**src/rtl/rr_pkg.sv**
```systemverilog
// Shared types and helpers for the logging-bus
// serializer and its bus interface.
package rr_pkg;

  localparam int RR_CHANNEL_WIDTH_BITS = 32;

  typedef enum logic {
    RR_SER_IDLE,
    RR_SER_SEND
  } rr_ser_state_t;

  function automatic int RR_CEIL_DIV(
    input int a,
    input int b
  );
    return (b > 0) ? (a + b - 1) / b : 1;
  endfunction

endpackage

```
**src/rtl/rr_logging_bus_if.sv**
```systemverilog
// Grouped logging bus: per-channel begin/end
// valids, packed begin data, broadcast ready.
interface rr_logging_bus_t #(
  parameter int LOGB_CHANNEL_CNT = 2,
  parameter int LOGE_CHANNEL_CNT = 2,
  parameter int FULL_WIDTH =
    LOGB_CHANNEL_CNT * rr_pkg::RR_CHANNEL_WIDTH_BITS
) ();

  logic [LOGB_CHANNEL_CNT-1:0] logb_valid;
  logic [LOGE_CHANNEL_CNT-1:0] loge_valid;
  logic [FULL_WIDTH-1:0]       logb_data;
  logic                        ready;

  modport P (
    output logb_valid,
    output loge_valid,
    output logb_data,
    input  ready
  );

  modport C (
    input  logb_valid,
    input  loge_valid,
    input  logb_data,
    output ready
  );

endinterface

```
**src/rtl/rr_logging_bus_serializer.sv**
```systemverilog
// Latches one logging record and streams it out
// as fixed-width beats, stalling upstream meanwhile.
module rr_logging_bus_serializer
  import rr_pkg::*;
#(
  parameter int OUT_WIDTH = 512
) (
  input  logic                 clk,
  input  logic                 rst,
  rr_logging_bus_t.C           in,
  output logic                 out_valid,
  output logic [OUT_WIDTH-1:0] out_data,
  output logic                 out_last,
  input  logic                 out_ready,
  output logic [63:0]          record_cnt
);

  localparam int LOGB_CHANNEL_CNT = in.LOGB_CHANNEL_CNT;
  localparam int LOGE_CHANNEL_CNT = in.LOGE_CHANNEL_CNT;
  localparam int FULL_WIDTH       = in.FULL_WIDTH;

  localparam int HDR_WIDTH =
    LOGB_CHANNEL_CNT + LOGE_CHANNEL_CNT;
  localparam int REC_WIDTH = HDR_WIDTH + FULL_WIDTH;
  localparam int NBEATS =
    RR_CEIL_DIV(REC_WIDTH, OUT_WIDTH);
  localparam int BEAT_BITS =
    (NBEATS > 1) ? $clog2(NBEATS) : 1;
  localparam int BUF_WIDTH = NBEATS * OUT_WIDTH;

  if (OUT_WIDTH <= 0) begin : g_chk_out_width
    $error("OUT_WIDTH must be positive");
  end
  if (REC_WIDTH <= 0) begin : g_chk_rec_width
    $error("REC_WIDTH must be positive");
  end

  rr_ser_state_t          state_q, state_d;
  logic [BEAT_BITS-1:0]   beat_q, beat_d;
  logic [BUF_WIDTH-1:0]   rec_q, rec_d;
  logic [63:0]            cnt_q, cnt_d;
  logic [BUF_WIDTH-1:0]   rec_w;
  logic                   last_w;

  assign out_valid  = (state_q == RR_SER_SEND);
  assign last_w     = out_valid &&
    (beat_q == BEAT_BITS'(NBEATS - 1));
  assign out_last   = last_w;
  assign out_data   = out_valid ?
    rec_q[int'(beat_q) * OUT_WIDTH +: OUT_WIDTH] :
    '0;
  assign record_cnt = cnt_q;
  assign in.ready   = (state_q == RR_SER_IDLE) && !rst;

  // Next-state: capture in IDLE, step beats in SEND
  always_comb begin
    rec_w = '0;
    rec_w[REC_WIDTH-1:0] =
      {in.logb_data, in.loge_valid, in.logb_valid};
    state_d = state_q;
    beat_d  = beat_q;
    rec_d   = rec_q;
    cnt_d   = cnt_q;
    unique case (state_q)
      RR_SER_IDLE: begin
        if (|in.logb_valid || |in.loge_valid) begin
          rec_d   = rec_w;
          beat_d  = '0;
          state_d = RR_SER_SEND;
        end
      end
      RR_SER_SEND: begin
        if (out_ready) begin
          if (last_w) begin
            state_d = RR_SER_IDLE;
            cnt_d   = cnt_q + 64'd1;
          end else begin
            beat_d = beat_q + 1'b1;
          end
        end
      end
      default: state_d = RR_SER_IDLE;
    endcase
  end

  // State, beat, record and counter registers
  always_ff @(posedge clk) begin
    if (rst) begin
      state_q <= RR_SER_IDLE;
      beat_q  <= '0;
      rec_q   <= '0;
      cnt_q   <= '0;
    end else begin
      state_q <= state_d;
      beat_q  <= beat_d;
      rec_q   <= rec_d;
      cnt_q   <= cnt_d;
    end
  end

endmodule
```
**src/flat_wrapper.sv**
```systemverilog
// flat-port wrapper written by rule: the top's interface ports become plain ports
module rr_logging_bus_serializer_flat import rr_pkg::*;
#(
  parameter int OUT_WIDTH = 512
)
  (clk, rst, out_valid, out_data, out_last, out_ready, record_cnt, in_logb_valid, in_loge_valid, in_logb_data, in_ready);
  rr_logging_bus_t in_i ();
  input  logic clk;
  input  logic rst;
  output logic out_valid;
  output logic [OUT_WIDTH-1:0] out_data;
  output logic out_last;
  input  logic out_ready;
  output logic [63:0] record_cnt;
  input wire logic [$bits(in_i.logb_valid)-1:0] in_logb_valid;
  input wire logic [$bits(in_i.loge_valid)-1:0] in_loge_valid;
  input wire logic [$bits(in_i.logb_data)-1:0] in_logb_data;
  output wire logic [$bits(in_i.ready)-1:0] in_ready;
  assign in_i.logb_valid = in_logb_valid;
  assign in_i.loge_valid = in_loge_valid;
  assign in_i.logb_data = in_logb_data;
  assign in_ready = in_i.ready;
  rr_logging_bus_serializer #(.OUT_WIDTH(OUT_WIDTH)) u_core (.clk(clk), .rst(rst), .in(in_i), .out_valid(out_valid), .out_data(out_data), .out_last(out_last), .out_ready(out_ready), .record_cnt(record_cnt));
endmodule
```
**config.mk**
```make
export PLATFORM = sky130hd
export DESIGN_NAME = rr_logging_bus_serializer_flat
export DESIGN_NICKNAME = d
export VERILOG_FILES = /design/src/rtl/rr_pkg.sv /design/src/rtl/rr_logging_bus_if.sv /design/src/rtl/rr_logging_bus_serializer.sv /design/src/flat_wrapper.sv
export SDC_FILE = /design/constraint.sdc
export NUM_CORES = 1
export LEC_CHECK = 0
export ABC_AREA = 1
export BUFFER_PORTS_ARGS = -buffer_cell sky130_fd_sc_hd__buf_4
export CAP_MARGIN = 20
export CORE_AREA = 2 2 249 251
export CTS_CLUSTER_SIZE = 25
export DETAILED_ROUTE_END_ITERATION = 7
export DIE_AREA = 0 0 251 253
export MAX_ROUTING_LAYER = met4
export PLACE_DENSITY = 0.35
export SYNTH_ARGS = -nofsm -noshare
export SYNTH_HDL_FRONTEND = slang
export SYNTH_SLANG_ARGS = --single-unit
```
**constraint.sdc**
```tcl
create_clock -name clk -period 1.9 [get_ports clk]
set_clock_uncertainty 0.05 [all_clocks]
set_input_delay 0.38 -clock clk [delete_from_list [all_inputs] [get_ports clk]]
set_output_delay 0.38 -clock clk [all_outputs]
set_load 0.1 [all_outputs]
```
==> results.txt <==
The flow ran to the end, but the final reports show violations. The final reports fail on negative setup slack. By area the synthesized netlist is led by sky130_fd_sc_hd__buf_4 (33%), sky130_fd_sc_hd__dfxtp_1 (27%), sky130_fd_sc_hd__nor2_1 (13%). TritonCTS built the clock tree. Hold repair after CTS inserted 0 buffers. The setup slack of the worst register-to-register path came out at about 0.090 ns. The synthesized instance count is around 1500. The effective utilization at floorplan is between 10% and 20%. Setup repair after global routing could not meet its margin everywhere.

The die outline area came out at ~64000 um2. The area growth from synthesis to layout is 40.9%. The endpoint with the worst hold slack is u_core.rec_q[3]. The cell depth of the worst min-delay path came out at 3. In this run the most critical hold path is launched from in_loge_valid[1]. The buffering stage count on the worst path with inverters included came out at 4. The antenna cell count came out at 0. The region available for standard cell placement spans just over 60000 um2. The number of max-cap violations came out at 0. Using the TritonRoute via totals, the vias-per-cell ratio works out to between 3 and 4. Power spread over the standard cell area amounts to 894 nW/um2. The cell with the largest stage delay on the worst path is sky130_fd_sc_hd__dfxtp_2. The TritonCTS buffer count is 17. Summed over all nets, the half-perimeter wirelength after detailed placement is roughly 26000 um.

Entering global routing, the biggest net connects between 60 and 70 pins. The clock passes through at most 2 buffers. The post-placement worst setup slack came out at roughly 0.025 ns. The average wire per standard cell is 14.0 um.

Summing over every cut layer, the via total after detailed routing is between 8000 and 9000. The die width came out at between 200 and 300 um. The worst register-to-register path has a depth of 12. The critical path's most frequent cell is sky130_fd_sc_hd__buf_12. The maximum fanout encountered on the critical timing path came out at 8.

The yosys synthesis warning count is 0. The worst setup path is launched from a register. The first detailed-routing pass took 5 iterations. The classification of the worst-slack hold path is primary input to register. In this run the number of cells on the critical path is 6.

The number of nets with antenna violations after detailed routing is 0. The arrival time at the worst endpoint is 1.58 ns. After global routing the overflow that remains totals 0. The wire length of the first global-routing pass came out at around 49000 um. The most frequent cell after synthesis is sky130_fd_sc_hd__buf_4. Counting flops and latches in the post-synthesis netlist gives 134. The final-report max-slew violation count came out at 0. The number of global-route vias before repair is ~7500.

For this run, the top clock speed supported by timing is slightly below 0.5 GHz. The mean cell area of the mapped netlist is 6.61 um2. In this run the cell area of the synthesized design comes to between 10000 and 15000 um2.

The minimum period implied by the final worst setup slack came out at between 2 and 2.5 ns. The element type at the critical path end is a primary output. The total setup violations reported at the end of the flow came out at between 60 and 70. The cell type with the largest total area after synthesis is sky130_fd_sc_hd__buf_4. Routability-driven placement finished with a final weighted congestion of 0.851.

The final number of hold-violating endpoints is 0. The number of buffer cells added on primary ports is just over 200. By count the netlist is led by sky130_fd_sc_hd__buf_4 (444), sky130_fd_sc_hd__nor2_1 (349), sky130_fd_sc_hd__nand2_1 (232). The clock latency of the later-clocked register in the worst-skew pair is 0.47 ns.

For the pin with the worst max-slew slack, the measured transition is approximately 0.55 ns. Setup slack on the critical path of the routed design comes to -0.112 ns. After layout, the worst path uses 106% of the clock period. The routed wire length is approximately 36000 um. The clock drives between 100 and 150 sinks. The most used flip-flop cell after synthesis is sky130_fd_sc_hd__dfxtp_1.

The netlist uses 31 different library cells. The top-area cell type share of the netlist area is approximately 33%. The initial antenna violation count is 0. The critical path is of the register to primary output type.

Walking the worst path, the cells encountered are clkinv_4 -> buf_12 -> clkbuf_16 -> nand2_1 -> nor2_4 -> buf_12. The required time of the worst setup path came out at around 1.5 ns. The worst-case IR drop observed on VDD is about 690 uV. The terminus of the critical flop-to-flop path is u_core.record_cnt[63].

The vertical die dimension came out at 253 um. The number of fill cells came out at roughly 6900. The worst relative slew slack is a little over three fifths.

The count of flip-flops with a built-in enable after synthesis is 0. The clock-pin slew on the worst setup and hold paths came out at approximately 0.060 ns. The leakage power of the design is 6.09 nW. In this design, the largest share of critical-path delay is due to buffers and inverters. Across every metal layer, demand over resource in global routing totals 11.0%. Of the synthesized area, sequential elements account for about 27%. Counting flops with an async set or reset pin after synthesis yields a share of 0%. The cell sitting at the root of the clock tree is a sky130_fd_sc_hd__clkbuf_16. The beginning of the worst register-to-register path is u_core.out_valid.

The worst stage delay on the critical path is around 0.33 ns. The violation count after the first detailed-routing iteration came out at approximately 450. After detailed routing, the number of remaining DRC violations is 0.

The total number of nets in the final design came out at approximately 1800. The utilization after layout is a little under a quarter. In this run the number of H-tree levels came out at 4. Cells with a size suffix above 1 make up 30.3% of the layout.

The number of I/O pins came out at 650. The placement row count came out at 91.
[sequential cells by signal (all words and copies together) (netlist names)]
name	count
u_core.rec_q	68
u_core.out_valid	1
u_core.record_cnt	64
u_core.beat_q	1
[worst max path at each step]
stage,startpoint,end,slack (ns)
2_1_floorplan,u_core.out_valid,out_data[59],-0.02
3_3_place_gp,u_core.record_cnt[28],u_core.record_cnt[47],0.02
3_5_place_dp,u_core.record_cnt[28],u_core.record_cnt[47],0.02
4_1_cts,u_core.beat_q,out_data[35],-0.20
5_1_grt,u_core.beat_q,out_data[14],-0.20
6_report,u_core.beat_q,out_data[18],-0.11
[kinds of logic after synthesis]
family	Yosys count	share of synthesized area, %
xor gates and xnor gates	6	0.525
adders and majority gates	1	0.125
AOI/OAI and AO/OA	136	7.02
DFF	134	26.8
and+or+nand+nor	672	27.5
buffers and inverters	563	38.0
other	1	0.0375
[final cells by class]
cell class                      count  area [um2]  share of cell area, %
Sequential cell                   134        2770                   19.6
Clock inverter                     14         174                   1.23
Clock buffer                       18         429                   3.05
Tap cell                          790         988                   7.01
Inverter                           76         303                   2.15
Timing Repair Buffer              264        3290                   23.4
Multi-Input combinational cell   1259        6140                   43.5
[power breakdown]
group / total (W) / switching, W / internal [W] / leakage (nW)
Sequential: 0.00307 / 0.000116 / 0.00295 / 1.13
Clock: 0.00356 / 0.00148 / 0.00207 / 0.296
Combinational: 0.00598 / 0.00518 / 0.000800 / 4.67
[layer usage]
layer  vias up  GRT usage, %  routed length, um
met4         0          2.91                437
li1       4283             -                  -
met2       374          17.4              17300
met3        23          3.62               2970
met5         -             -                  0
met1      3954          13.4              15100
[metrics by stage]
step	hold slack, ns	instance area (um2)	instances	total power (W)	TNS [ns]
4_1_cts	0.0352	13800	2547	0.0127	-10.48
5_1_grt	0.0706	14100	2555	0.0131	-10.96
6_report	0.0881	14100	2555	0.0126	-5.03
3_5_place_dp	0.400	11600	2495	0.00864	0
3_3_place_gp	0.385	11600	2495	0.00864	0
2_1_floorplan	0.395	12300	1956	0.00890	-0.234
[layout by cell type, fill, tap and decap left out, drive strengths merged, types with 2 or more instances in the layout]
master and count:
o21a 4, xor2 6, nor3 8, o21bai 4, nor2 366, dfxtp 134, bufinv 3, and2 2
nand3b 4, conb 444, clkinv 6, a21oi 36, nand2 235, nand3 46, inv 80, o21ai 91
buf 263, clkbuf 19, nand4 11
[worst register-to-register path, cell delays in order (launching register included)]
cell and delay (ns):
sky130_fd_sc_hd__dfxtp_4 0.42, sky130_fd_sc_hd__buf_8 0.13, sky130_fd_sc_hd__nand2_4 0.05, sky130_fd_sc_hd__nor2_4 0.17, sky130_fd_sc_hd__buf_6 0.15, sky130_fd_sc_hd__buf_4 0.10
sky130_fd_sc_hd__nand2_1 0.08, sky130_fd_sc_hd__nor3_1 0.17, sky130_fd_sc_hd__nand3_1 0.11, sky130_fd_sc_hd__nor2_2 0.14, sky130_fd_sc_hd__nand2_1 0.06, sky130_fd_sc_hd__nand2_1 0.05
sky130_fd_sc_hd__nor2_1 0.04
[repair_timing]
item                                    CTS  global route
endpoints found under the setup margin   70           106
buffers inserted                          8             8
gates resized for setup                 308            51
pin swaps                                29            28
cloned                                   12             1
Note: power is estimated with default switching activity, not from simulation.
